**src/rtl/adder_word_chainer.sv**
```systemverilog
// rtl/adder_word_chainer.sv - carry-chaining stream stage around an external combinational adder
//
// Purpose:
//   Accepts operand words on a valid/ready stream and drives them to an
//   external combinational adder. The adder's sum and carry-out are captured
//   into a single registered output stage. The carry is chained between
//   consecutive words, so an N-word add runs one word per cycle, starting
//   with the least-significant word.
//
// Ports:
//   clk, rst_n                   clock, asynchronous active-low reset
//   in_valid/in_ready            operand word handshake
//   in_a, in_b, in_cin           operand words and carry-in (carry-in is used on a first word only)
//   in_first, in_last            marks the least- and most-significant words of an operation
//   add_a, add_b, add_cin        outputs to the adder
//   add_sum, add_cout            inputs from the adder
//   out_valid/out_ready          result word handshake
//   out_sum, out_cout            registered result word and its carry-out
//   out_last, out_idx            registered last flag and word index (0 = first word)
//   err, err_clr                 sticky protocol-error flag and its synchronous clear

module adder_word_chainer #(
  parameter int W     = 22,
  parameter int IDX_W = 4
) (
  input  logic             clk,
  input  logic             rst_n,
  input  logic             in_valid,
  output logic             in_ready,
  input  logic [W-1:0]     in_a,
  input  logic [W-1:0]     in_b,
  input  logic             in_first,
  input  logic             in_last,
  input  logic             in_cin,
  output logic [W-1:0]     add_a,
  output logic [W-1:0]     add_b,
  output logic             add_cin,
  input  logic [W-1:0]     add_sum,
  input  logic             add_cout,
  output logic             out_valid,
  input  logic             out_ready,
  output logic [W-1:0]     out_sum,
  output logic             out_cout,
  output logic             out_last,
  output logic [IDX_W-1:0] out_idx,
  output logic             err,
  input  logic             err_clr
);

  typedef enum logic {S_IDLE, S_CHAIN} state_t;

  state_t           r_state;
  state_t           w_state_nxt;
  logic             r_out_valid;
  logic [W-1:0]     r_out_sum;
  logic             r_out_cout;
  logic             r_out_last;
  logic [IDX_W-1:0] r_out_idx;
  logic             r_err;
  logic             r_carry_q;
  logic [IDX_W-1:0] r_idx_q;

  logic             w_xfer_in;
  logic             w_xfer_out;
  logic             w_start;
  logic [IDX_W-1:0] w_idx_nxt;
  logic             w_err_evt;

  // With a single output register, a new word is accepted only when the slot
  // is empty or is being drained in the same cycle.
  assign in_ready   = !r_out_valid || out_ready;
  assign w_xfer_in  = in_valid && in_ready;
  assign w_xfer_out = r_out_valid && out_ready;

  // A word in IDLE always starts an operation, even when in_first is missing.
  assign w_start   = in_first || (r_state == S_IDLE);
  assign w_idx_nxt = w_start ? '0 : r_idx_q + IDX_W'(1);

  assign add_a   = in_a;
  assign add_b   = in_b;
  assign add_cin = w_start ? in_cin : r_carry_q;

  // Protocol errors: the first flag is missing in IDLE, an operation is
  // restarted mid-chain, or the index overflows without a last word.
  assign w_err_evt = w_xfer_in && (
      ((r_state == S_IDLE)  && !in_first) ||
      ((r_state == S_CHAIN) &&  in_first) ||
      ((r_state == S_CHAIN) && !in_first && !in_last && (&r_idx_q)));

  always_comb begin
    w_state_nxt = r_state;
    if (w_xfer_in) begin
      w_state_nxt = in_last ? S_IDLE : S_CHAIN;
    end
  end

  always_ff @(posedge clk or negedge rst_n) begin
    if (!rst_n) begin
      r_state     <= S_IDLE;
      r_out_valid <= 1'b0;
      r_out_sum   <= '0;
      r_out_cout  <= 1'b0;
      r_out_last  <= 1'b0;
      r_out_idx   <= '0;
      r_err       <= 1'b0;
      r_carry_q   <= 1'b0;
      r_idx_q     <= '0;
    end else begin
      r_state <= w_state_nxt;
      if (w_xfer_in) begin
        // When a word is accepted, it also replaces a word that drains in the same cycle.
        r_out_valid <= 1'b1;
        r_out_sum   <= add_sum;
        r_out_cout  <= add_cout;
        r_out_last  <= in_last;
        r_out_idx   <= w_idx_nxt;
        r_idx_q     <= w_idx_nxt;
        r_carry_q   <= in_last ? 1'b0 : add_cout;
      end else if (w_xfer_out) begin
        r_out_valid <= 1'b0;
      end
      // An error event takes priority over err_clr in the same cycle.
      if (w_err_evt) begin
        r_err <= 1'b1;
      end else if (err_clr) begin
        r_err <= 1'b0;
      end
    end
  end

  assign out_valid = r_out_valid;
  assign out_sum   = r_out_sum;
  assign out_cout  = r_out_cout;
  assign out_last  = r_out_last;
  assign out_idx   = r_out_idx;
  assign err       = r_err;

endmodule

```
**config.mk**
```make
export PLATFORM = sky130hd
export DESIGN_NAME = adder_word_chainer
export DESIGN_NICKNAME = d
export VERILOG_FILES = /design/src/rtl/adder_word_chainer.sv
export SDC_FILE = /design/constraint.sdc
export NUM_CORES = 1
export LEC_CHECK = 0
export BUFFER_PORTS_ARGS = -buffer_cell sky130_fd_sc_hd__buf_4
export CAP_MARGIN = 25
export CORE_MARGIN = 5
export CORE_UTILIZATION = 40
export DETAILED_ROUTE_END_ITERATION = 8
export HOLD_SLACK_MARGIN = 0.03
export PLACE_DENSITY_LB_ADDON = 0.25
export SYNTH_ARGS = -nofsm -noshare
export SYNTH_HDL_FRONTEND = slang
export SYNTH_SLANG_ARGS = --single-unit
```
**constraint.sdc**
```tcl
create_clock -name clk -period 2.6 [get_ports clk]
set_input_delay 0.52 -clock clk [delete_from_list [all_inputs] [get_ports clk]]
set_output_delay 0.52 -clock clk [all_outputs]
set_load 0.05 [all_outputs]
```
==> After elaboration in Yosys (flattened, before gate mapping) <==
Index checks and enable logic that the tools add are counted.
{ "totals": {"inputBits": 75, "ff_bits": 32, "out_inout_bits": 76} }
{ "classes": {"reduce_logical": 18, "add_sub_neg": 1, "n_bitwise": 1, "muxes": 8} }
{ "ops": {"columns": ["op", "count"], "rows": [
  ["$logic_and A1 B1 Y1", 8],
  ["$mux W1", 7],
  ["$add A4 B1 Y4 const B", 1],
  ["$logic_or A1 B1 Y1", 4],
  ["$mux W4", 1],
  ["$reduce_and A4 Y1", 1],
  ["$reduce_bool A2 Y1", 2],
  ["$logic_not A1 Y1", 3],
  ["$not A1 Y1", 1]
]} }

==> Longest topological paths before layout <==
Gate-level depths: netlist (run 1).
{ "depth": {"word_depth": 7, "ltp_mapped": 6} }

==> Worst setup path before layout (run 1) <==
No wires, ideal clock.
{ "synth_timing": {"path_kind": "input to output", "startpoint": "in in_first", "endpoint": "out add_cin", "required_time_ns": 2.080, "n_path_buf": 0, "stages": 3, "path_slack_ns": 0.833, "t_arrival_ns": 1.247, "path_cell_list": "inv_1 ha_1 mux2_2"} }
{ "synth_between": {"elab_chain_len": 2} }
{ "synth_lines": {"columns": ["element", "line_no", "rtl"], "rows": [
  ["start: declaration", "32", "input logic in_first,"],
  ["$logic_or A1 B1 Y1", "76", "assign w_start = in_first || (r_state == S_IDLE);"],
  ["$mux W1", "81", "assign add_cin = w_start ? in_cin : r_carry_q;"],
  ["end: declaration", "37", "output logic add_cin,"]
]} }
No other way between the ends.

==> Final worst setup path (run 1) <==
Same ends and word-level chain as after synthesis.

==> results of run 1 <==
-- cells in the mapped netlist, types with 2 or more instances --
cell                        n
sky130_fd_sc_hd__mux2_4    19
sky130_fd_sc_hd__and3_1     2
sky130_fd_sc_hd__ha_1       2
sky130_fd_sc_hd__nand2b_1   2
sky130_fd_sc_hd__inv_1      6
sky130_fd_sc_hd__buf_6      2
sky130_fd_sc_hd__dfrtp_1   32
sky130_fd_sc_hd__buf_12     2
sky130_fd_sc_hd__buf_4     44
sky130_fd_sc_hd__nor2b_1    2
sky130_fd_sc_hd__mux2_2     8
-- power by group --
part           total [mW]  internal [mW]  switching (mW)
logic               0.534          0.205           0.329
registers           0.608          0.566          0.0418
clock network       0.401          0.235           0.166
-- through the flow --
stage	area, um2	utilization (%)	instances	hold slack [ps]	worst slack, ps
floorplan	1754	-	134	224.4	832.8
finish	1988	46.30	207	168.7	624.0
global route	1988	46.30	207	201.7	560.2
global placement	1892	44.06	200	474.0	644.1
CTS	1988	46.30	207	177.6	615.8
detailed placement	1892	44.06	200	486.2	615.8
-- metal layers --
layer | track usage [%] | wire length, um | up-vias
met2 | 18.32 | 1616 | 79
met3 | 7.447 | 451 | 20
li1 | - | - | 439
met4 | 7.343 | 103 | 0
met5 | 0 | 0 | -
met1 | 13.37 | 1306 | 468
-- final timing paths --
kind	to	slack, ps
setup / recovery	add_cin	620
max in group asynchronous	out_sum[16]	2140
hold / removal	out_sum[21]	170
setup reg to reg	out_sum[17]	1120
min in group clk	err	440
hold reg to reg	out_sum[0]	510
-- state kept, by name, summed over array words and instances (netlist names) --
signal     cells
out_last       1
out_valid      1
r_carry_q      1
out_cout       1
out_idx        4
r_state        1
err            1
out_sum       22
-- placed cells by master (no fill, tap or decap), drive strengths merged --
cell / instances
and4b: 1
buf: 62
o211ai: 1
clkbuf: 7
nand4: 1
o21ai: 1
ha: 2
a31oi: 1
dfrtp: 32
nor2b: 2
o22ai: 1
and3: 2
mux2: 27
mux2i: 1
a31o: 1
a22o: 1
inv: 6
nand2b: 3
a21oi: 1
and2: 1
nand2: 1
-- logic make-up (layout without fill, tap and decap cells) --
| group | count (synthesis) | after routing | share of synthesized area, % |
|---|---|---|---|
| mux | 28 | 28 | 21.97 |
| compound gates | 7 | 7 | 2.711 |
| buf+inv | 54 | 75 | 23.68 |
| simple gates | 11 | 11 | 4.565 |
| fa+ha+maj | 2 | 2 | 1.426 |
| flops | 32 | 32 | 45.65 |
-- layout make-up --
| class | count | area share, % |
|---|---|---|
| clock buffer | 7 | 4.846 |
| inverter | 6 | 1.133 |
| tap | 52 | 3.272 |
| sequential | 32 | 40.28 |
| multi-input combinational | 48 | 27.06 |
| timing repair buffer | 62 | 23.41 |
==> results.txt, run 1 <==
The unique cell type count in the Yosys netlist came out at 24. The maximum count of clock buffers along a single path is 2. The power density over cell area came out at 775.8 nW/um2. STA classifies the critical path endpoint as an output port. After detailed routing, the average wire length per cell comes to 16.80 um. The count of unresolved DRC violations after routing came out at 0. Global routing used 12.34% of the available tracks across all layers. After the last flow step, the layout net total stands at 232. The via density per instance came out at 4.860.

The final hold violation count came out at 0. Of the cells placed in the final design, the portion with a size suffix greater than 1 is 63.87%. The static leakage power came out at 1.016 nW. The cell chosen for the clock root is sky130_fd_sc_hd__clkbuf_8. The max-slew violation count is 0. The floorplan step defined a die boundary enclosing 5809 um2. The pin count of the biggest net entering global routing came out at 33. The count of buffers added on input and output ports is 62. The delay of the slowest cell on the worst path came out at 360 ps. The worst setup path is of the input port to output port kind. By area the synthesized netlist is led by sky130_fd_sc_hd__dfrtp_1 (46%), sky130_fd_sc_hd__buf_4 (19%), sky130_fd_sc_hd__mux2_4 (16%).

The number of nets in the synthesized netlist came out at 211. The initial cell density of the core came out at 40.85%. TritonCTS built the clock tree.

The number of hold buffers added after CTS was 0. Among all flip-flop cells after synthesis, the most frequent one is sky130_fd_sc_hd__dfrtp_1. Setup repair after global routing left no endpoint under its margin.

The startpoint identified for the worst register-to-register timing path is out_valid. The number of DRC markers in iteration 0 is 23. The synthesized design contains 0 enable-type register cells. The via count of the first global-routing pass is 1125. On the critical path the largest part of the delay comes from multiplexers.

Routability-driven placement finished with a final weighted congestion of 0.8628. Counting flops with an async set or reset pin after synthesis yields a share of 100.0%. Clock skew on the completed layout was measured at 2.276 ps. Walking the worst path, the cells encountered are buf_4, inv_1, ha_1, mux2_2, buf_4.

The beginning of the critical path is in_first. The number of antenna violations at the first check in global routing is 0. The total of cells resized after clock tree synthesis came out at 0. The sum of negative setup slack came out at 0 ps. Counting stages on the worst path, the most repeated cell is sky130_fd_sc_hd__buf_4.

The number of CTS-inserted buffers came out at 5. The post-synthesis instance total is 134. The area of the core region came out at 4294 um2.

The die boundary height is 76.22 um. The fraction of synthesized cell area taken by the top area cell type is 45.65%. The total power after layout is 1.542 mW. The data required time at the worst endpoint is 2080 ps. The clock reaches the later pin of the worst-skew pair after 270 ps.

The multi-input combinational cell area came out at 538.0 um2. The sequential cell area came out at 800.8 um2. Based on the critical path, the design can be clocked at up to 506.1 MHz. Summing every instance area after synthesis gives 1754 um2.

The number of buffers inserted to repair setup after CTS came out at 0. The tree built by TritonCTS fans out to 32 sinks. The number of top-level pins came out at 151. The synthesis warning total is 0. The count of endpoints failing setup in the final report is 0. The number of fill cells came out at 406. For the pin with the worst max-slew slack, the measured transition is 427.4 ps. The via count of the routed design came out at 1006. The run finished with clean final reports. The minimum clock period after layout is 1976 ps. After layout, the worst path uses 76.00% of the clock period. The critical-path maximum fanout is 6. The worst setup path is launched from an input port. The logic depth of the worst setup path including buffers came out at 5.

The synthesized area per cell is 13.09 um2. In this run the number of H-tree levels came out at 2. At the worst endpoint, the arrival time is 1460 ps. The area overhead of the layout relative to synthesis is 13.34%. The number of cells traversed by the worst register-to-register path came out at 3. For this block, the routed nets add up to 3478 um of wire. The first-pass GRT wire length came out at 5802 um. The total iterations of the first detailed-routing run came out at 4. In this run, synthesis produced a sequential element count of 32. The slowest stage of the critical path belongs to the cell sky130_fd_sc_hd__mux2_2. The number of antenna diodes in the final layout is 0. The part of the Yosys area used for sequential elements came out at 45.65%. The placed wire-length estimate is 2628 um. The initialized floorplan defines 24 standard-cell rows. IR analysis of the VDD net gives a maximum drop of 0.2945 mV.

The number of buffers and inverters on the critical path is 3. The post-detailed-route count of antenna-violating nets came out at 0. The overall die width came out at 76.22 um. The clock-pin transition on the worst setup and hold timing paths came out at 60 ps. The overflow left after global routing is 0. The path class of the tightest hold or removal check is input port to async pin.

The worst max-slew margin expressed relative to the limit is 71.51%. The max-capacitance violation count came out at 0. The cell type with the largest total area after synthesis is sky130_fd_sc_hd__dfrtp_1.
Power figures use the tool's default switching activity.
==> inputs of run 2 (changes only) <==
--- a/config.mk
+++ b/config.mk
@@ -8,7 +8,7 @@
 export BUFFER_PORTS_ARGS = -buffer_cell sky130_fd_sc_hd__buf_4
 export CAP_MARGIN = 25
 export CORE_MARGIN = 5
-export CORE_UTILIZATION = 40
+export CORE_UTILIZATION = 34
 export DETAILED_ROUTE_END_ITERATION = 8
 export HOLD_SLACK_MARGIN = 0.03
 export PLACE_DENSITY_LB_ADDON = 0.25
==> constraint.sdc (replaced) <==
create_clock -name clk -period 1.7 [get_ports clk]
set_input_delay 0.34 -clock clk [delete_from_list [all_inputs] [get_ports clk]]
set_output_delay 0.34 -clock clk [all_outputs]
set_load 0.05 [all_outputs]
==> results.txt, run 2 (synthesized netlist as in run 1, its figures left out) <==
The placed wire-length estimate is 2859 um (was 2628 um). The via count of the routed design is 1015 (was 1006). The number of antenna violations at the first check in global routing came to 0 (unchanged).

The maximum resistive drop on vdd is 0.3874 mV (was 0.2945 mV). The sum of negative setup slack is 0 ps (unchanged). Outcome: finished, final reports clean (unchanged). The total wirelength of the detailed-routed design is 3683 um (was 3478 um). The minimum clock period after layout came out at 1664 ps. The number of fill cells is 491 (was 406). The transition time of the tightest slew-check pin came out at 403.1 ps (was 427.4 ps). The die footprint is 6696 um2 (was 5809 um2).

The endpoint type of the worst setup path is an output port (unchanged). The power density over cell area came to 1156 nW/um2 (was 775.8 nW/um2). The final standard cell utilization of the core was 40.80% (was 46.30%). The standard cell with the maximum stage delay on the critical path is sky130_fd_sc_hd__dfrtp_1 (was sky130_fd_sc_hd__mux2_2). The TritonCTS clock tree is built (unchanged).

The die boundary height came out at 81.83 um (was 76.22 um). The first-pass GRT wire length came out at 5623 um (was 5802 um). The maximum level of the CTS H-tree is 2 (unchanged). The average routed wire per standard cell is 16.08 um (was 16.80 um).

The number of buffers and inverters on the critical path was 1 (was 3). The global routing usage summed across all routing layers is 11.07% (was 12.34%). The max-slew violation count is 0 (unchanged). The worst max-slew margin expressed relative to the limit is 73.12% (was 71.51%). The number of top-level pins came out at 151 (unchanged). The via density per instance was 4.432 (was 4.860). The max-capacitance violation count came to 0 (unchanged). The static leakage power is 1.043 nW (was 1.016 nW).

The overall die width is 81.83 um (was 76.22 um). The multi-input combinational cell area came out at 544.3 um2 (was 538.0 um2). The family with the most delay on the worst path is flip-flops (was multiplexers). The number of DRC markers in iteration 0 is 26 (was 23). The overflow left after global routing came out at 0 (unchanged). The via count of the first global-routing pass came out at 1126 (was 1125). The number of placed cells counting well taps came out at 220 (was 200).

The pin count of the biggest net entering global routing came out at 33 (unchanged). The worst slack on hold paths is 248.6 ps (was 168.7 ps). Unrepaired setup endpoints after global routing: yes (was no). The maximum count of clock buffers along a single path is 2 (unchanged). The final estimated routing congestion in global placement came out at 0.7347 (was 0.8628). Cells along the critical path: ha_2, mux2_4, buf_8 (was buf_4, inv_1, ha_1, mux2_2, buf_4). The share of final-layout standard cells stronger than drive strength 1 came to 65.41% (was 63.87%). The fmax is 600.9 MHz. The startpoint kind of the worst setup timing path is a flop (was input port).

The critical path data arrival time is 1320 ps (was 1460 ps). The count of antenna diodes in the layout came out at 0 (unchanged). The worst min-delay path class is input port to flop (was input port to async pin). The area of the core region was 5075 um2 (was 4294 um2). The clock-pin transition on the worst setup and hold timing paths came out at 60 ps (about the same). The worst clock skew came to 5.285 ps (was 2.276 ps). Most frequent cells in the layout: sky130_fd_sc_hd__buf_4 (63), sky130_fd_sc_hd__dfrtp_1 (31), sky130_fd_sc_hd__mux2_4 (20), sky130_fd_sc_hd__mux2_2 (7), sky130_fd_sc_hd__clkbuf_8 (7) (was sky130_fd_sc_hd__buf_4 (62), sky130_fd_sc_hd__dfrtp_1 (32), sky130_fd_sc_hd__mux2_4 (19), sky130_fd_sc_hd__mux2_2 (8), sky130_fd_sc_hd__clkbuf_8 (7)). The layout net count came out at 236 (was 232). The count of unresolved DRC violations after routing is 0 (unchanged). The number of CTS-inserted buffers is 5 (unchanged). The kind of critical path is flop to output port (was input port to output port). The ratio of final minimum period to clock period came out at 97.89%. The count of endpoints failing setup in the final report is 0 (unchanged). The flip-flop count of the largest register after layout is 22 (unchanged). The initial cell density of the core came out at 34.57% (was 40.85%). The data required time at the worst endpoint is 1360 ps (was 2080 ps). The total iterations of the first detailed-routing run came out at 4 (unchanged). The count of clock tree sinks came out at 32 (unchanged).

The count of placed standard cells in the final layout, fillers left out is 229 (was 207). The cell chosen for the clock root is sky130_fd_sc_hd__clkbuf_8 (unchanged). The worst slack after detailed placement is 173.6 ps (was 615.8 ps). The most common cell after layout, fill and taps aside is sky130_fd_sc_hd__buf_4 (unchanged). The post-detailed-route count of antenna-violating nets came out at 0 (unchanged). The minimum setup slack in the final design is 35.79 ps (was 624.0 ps).

The critical-path maximum fanout came out at 2 (was 6). The clock insertion delay at the later pin of the skew report is 280 ps (was 270 ps). The sequential cell area is 802.0 um2 (was 800.8 um2). The quantity of I/O buffers inserted on ports is 62 (unchanged). The floorplan row count came out at 26 (was 24).

The delay of the slowest cell on the worst path is 390 ps (was 360 ps). The area overhead of the layout relative to synthesis came out at 18.05% (was 13.34%). The final hold violation count is 0 (unchanged).
[run 2: final timing paths]
path                                 from     endpoint  slack [ps]  cells past startpoint
worst max-delay path              r_state      add_cin          40                      3
worst min-delay path              err_clr          err         250                      2
worst max register to register  out_valid  out_sum[13]         230                      4
worst min register to register   out_cout     out_cout         510                      1
max in group asynchronous           rst_n    out_valid         850                      2
min in group asynchronous           rst_n   out_sum[1]         540                      2
[run 2: power by group]
group / internal [mW] / switching, mW
clock: 0.360 / 0.263
sequential: 0.866 / 0.0615
combinational: 0.333 / 0.510
[run 2: final cells by class]
type	count	area share (%)
flip-flops and latches	32	38.73
multi-input cells	48	26.28
repair buffers	66	25.02
clock buffers	7	4.653
well taps	70	4.230
inverters	6	1.088
[run 2: through the flow]
step           power (mW)  cell area (um2)
2_1_floorplan       1.784             1755
3_3_place_gp        1.766             1943
3_5_place_dp        1.778             1943
4_1_cts             2.426             2056
5_1_grt             2.530             2071
6_report            2.393             2071
[run 2: metal layers]
metal	part of all wire (%)	GRT usage [%]	vias up	routed length, um
li1	-	-	450	-
met1	38	12.24	473	1406
met2	44	17.29	80	1621
met3	16	6.140	12	579
met4	2.1	5.150	0	76
met5	0	0	-	0
[run 2: repair_timing]
action,CTS,global route
resized for setup,2,2
hold buffers,1,0
buffers inserted,0,1
pin swaps,0,1
hold endpoints to repair,32,0
setup endpoints to repair,1,1
==> inputs of run 3 (changes only) <==
--- a/config.mk
+++ b/config.mk
@@ -7,7 +7,7 @@
 export LEC_CHECK = 0
 export BUFFER_PORTS_ARGS = -buffer_cell sky130_fd_sc_hd__buf_4
 export CAP_MARGIN = 25
-export CORE_MARGIN = 5
+export CORE_MARGIN = 2
 export CORE_UTILIZATION = 34
 export DETAILED_ROUTE_END_ITERATION = 8
 export HOLD_SLACK_MARGIN = 0.03
==> results.txt, run 3 (synthesized netlist as in run 1, its figures left out) <==
The clock-pin transition on the worst setup and hold timing paths came to 70 ps (was 60 ps). The number of placed cells counting well taps is 219 (was 220). The standard cell with the maximum stage delay on the critical path was sky130_fd_sc_hd__dfrtp_1 (unchanged).

The cell chosen for the clock root is sky130_fd_sc_hd__clkbuf_8 (unchanged). The max-capacitance violation count came out at 0 (unchanged). The total power after layout came out at 2.353 mW (was 2.393 mW). The maximum level of the CTS H-tree came to 2 (unchanged).

The count of endpoints failing setup in the final report came out at 0 (unchanged). Most frequent cells in the layout: sky130_fd_sc_hd__buf_4 (63), sky130_fd_sc_hd__dfrtp_1 (31), sky130_fd_sc_hd__mux2_4 (19), sky130_fd_sc_hd__mux2_2 (8) (was sky130_fd_sc_hd__buf_4 (63), sky130_fd_sc_hd__dfrtp_1 (31), sky130_fd_sc_hd__mux2_4 (20), sky130_fd_sc_hd__mux2_2 (7), sky130_fd_sc_hd__clkbuf_8 (7)). The launch point of the worst hold path is err_clr (unchanged). The via count of the first global-routing pass is 1021 (was 1126). The count of clock tree sinks was 32 (unchanged). The final hold violation count is 0 (unchanged). The via count of the routed design is 992 (was 1015). The sum of negative setup slack is 0 ps (unchanged).

The flip-flop count of the largest register after layout is 22 (unchanged). The quantity of I/O buffers inserted on ports came out at 62 (unchanged). The placed wire-length estimate is 2510 um (was 2859 um). The data required time at the worst endpoint came out at 1360 ps (about the same). The TritonCTS clock tree is built (unchanged).

The beginning of the critical path is r_state (unchanged). The kind of critical path was flop to output port (unchanged). The number of top-level pins is 151 (unchanged). The worst clock skew came out at 2.898 ps (was 5.285 ps). The count of antenna diodes in the layout is 0 (unchanged). The worst max-slew margin expressed relative to the limit came out at 71.73% (was 73.12%). The critical path data arrival time is 1320 ps (about the same). The delay of the slowest cell on the worst path was 360 ps (was 390 ps). The worst slack on hold paths is 247.9 ps (was 248.6 ps). The power density over cell area is 1154 nW/um2 (was 1156 nW/um2). The die boundary height was 75.83 um (was 81.83 um). The total wirelength of the detailed-routed design was 3324 um (was 3683 um). Unrepaired setup endpoints after global routing: no (was yes). The count of unresolved DRC violations after routing is 0 (unchanged). The family with the most delay on the worst path is flip-flops (unchanged).

The fmax is 601.6 MHz (was 600.9 MHz). The number of buffers and inverters on the critical path is 1 (unchanged). The critical-path maximum fanout is 2 (unchanged). The post-detailed-route count of antenna-violating nets came out at 0 (unchanged). The global routing usage summed across all routing layers was 11.59% (was 11.07%). The overflow left after global routing is 0 (unchanged).

The first-pass GRT wire length came out at 4912 um (was 5623 um). The number of DRC markers in iteration 0 came to 28 (was 26). The total iterations of the first detailed-routing run is 5 (was 4). The pin count of the biggest net entering global routing is 33 (unchanged). The area overhead of the layout relative to synthesis was 16.26% (was 18.05%). Cells along the critical path: ha_2, mux2_2, buf_6 (was ha_2, mux2_4, buf_8). The final estimated routing congestion in global placement is 0.6898 (was 0.7347). The startpoint of the most critical register-to-register path is out_valid (unchanged). The area of the core region was 5042 um2 (was 5075 um2). The most common cell after layout, fill and taps aside is sky130_fd_sc_hd__buf_4 (unchanged). The number of CTS-inserted buffers is 5 (unchanged).

The initial cell density of the core was 34.79% (was 34.57%). The ratio of final minimum period to clock period came out at 97.78% (was 97.89%). The transition time of the tightest slew-check pin is 424.1 ps (was 403.1 ps). The number of antenna violations at the first check in global routing is 0 (unchanged). The overall die width came to 75.83 um (was 81.83 um). The worst min-delay path class was input port to flop (unchanged). The via density per instance came out at 4.332 (was 4.432).

The endpoint type of the worst setup path is an output port (unchanged). The max-slew violation count was 0 (unchanged). The count of placed standard cells in the final layout, fillers left out came out at 229 (unchanged).

The minimum clock period after layout is 1662 ps (was 1664 ps). The startpoint kind of the worst setup timing path is a flop (unchanged). The average routed wire per standard cell came out at 14.52 um (was 16.08 um). The floorplan row count came out at 26 (unchanged).

The static leakage power came out at 1.030 nW (was 1.043 nW). Outcome: finished, final reports clean (unchanged). The clock insertion delay at the later pin of the skew report is 280 ps (about the same). The layout net count came out at 235 (was 236). The die footprint was 5750 um2 (was 6696 um2). The maximum count of clock buffers along a single path is 2 (unchanged). The share of final-layout standard cells stronger than drive strength 1 is 65.41% (unchanged). The maximum resistive drop on vdd is 0.5840 mV (was 0.3874 mV).
==> run 3: cell count changes in the layout (fill, tap and decap cells not counted), sizes merged <==
cell,before,now
buf,65,64
clkinv,0,2
clkbuf,7,6
==> run 3: path summary, 6_finish.rpt <==
kind                               endpoint  slack [ps]  cells past startpoint
worst max-delay path                add_cin          40                      3
max in group asynchronous         out_valid         830                      2
worst min register to register  out_sum[17]         510                      1
worst min-delay path                    err         250                      2
worst max register to register  out_sum[18]         210                      3
min in group asynchronous          out_last         560                      2
==> run 3: per-layer routing <==
metal / vias to the layer above / wire, um / track usage [%] / share of wire [%]
met3: 21 / 431 / 5.556 / 13
met1: 449 / 1248 / 13.64 / 38
li1: 450 / - / - / -
met4: 0 / 130 / 5.653 / 3.9
met2: 72 / 1512 / 17.72 / 45
met5: - / 0 / 0 / 0
==> run 3: area by class of cell <==
type / count / area (um2)
clock buffer: 6 / 82.58
clock inverter: 2 / 10.01
sequential: 32 / 802.0
tap: 70 / 87.58
inverter: 6 / 22.52
multi-input combinational: 48 / 540.5
timing repair buffer: 65 / 494.2
fill: 480 / 3003
==> run 3: report_power, final <==
| part | switching (mW) | internal, mW |
|---|---|---|
| combinational | 0.501 | 0.324 |
| sequential | 0.0633 | 0.865 |
| clock | 0.276 | 0.323 |
==> run 3: what timing repair did <==
item	CTS	global route
gates resized for setup	0	2
hold buffers	1	0
buffers inserted	0	1
endpoints found under the setup margin	0	1
hold endpoints to repair	32	0
==> run 3: worst register-to-register path, delay by kind of cell (launching register included) <==
| family | cells | cell delay (ps) |
|---|---|---|
| flops | 1 | 430 |
| mux | 1 | 400 |
| simple gates | 2 | 540 |
==> run 3: metrics by stage <==
stage	setup slack [ps]	area (um2)	utilization [%]
after floorplan	86.21	1755	-
after global placement	176.0	1923	38.14
after detailed placement	155.6	1923	38.14
after CTS	4.161	2026	40.17
after global routing	6.487	2039	40.45
final	37.78	2039	40.45
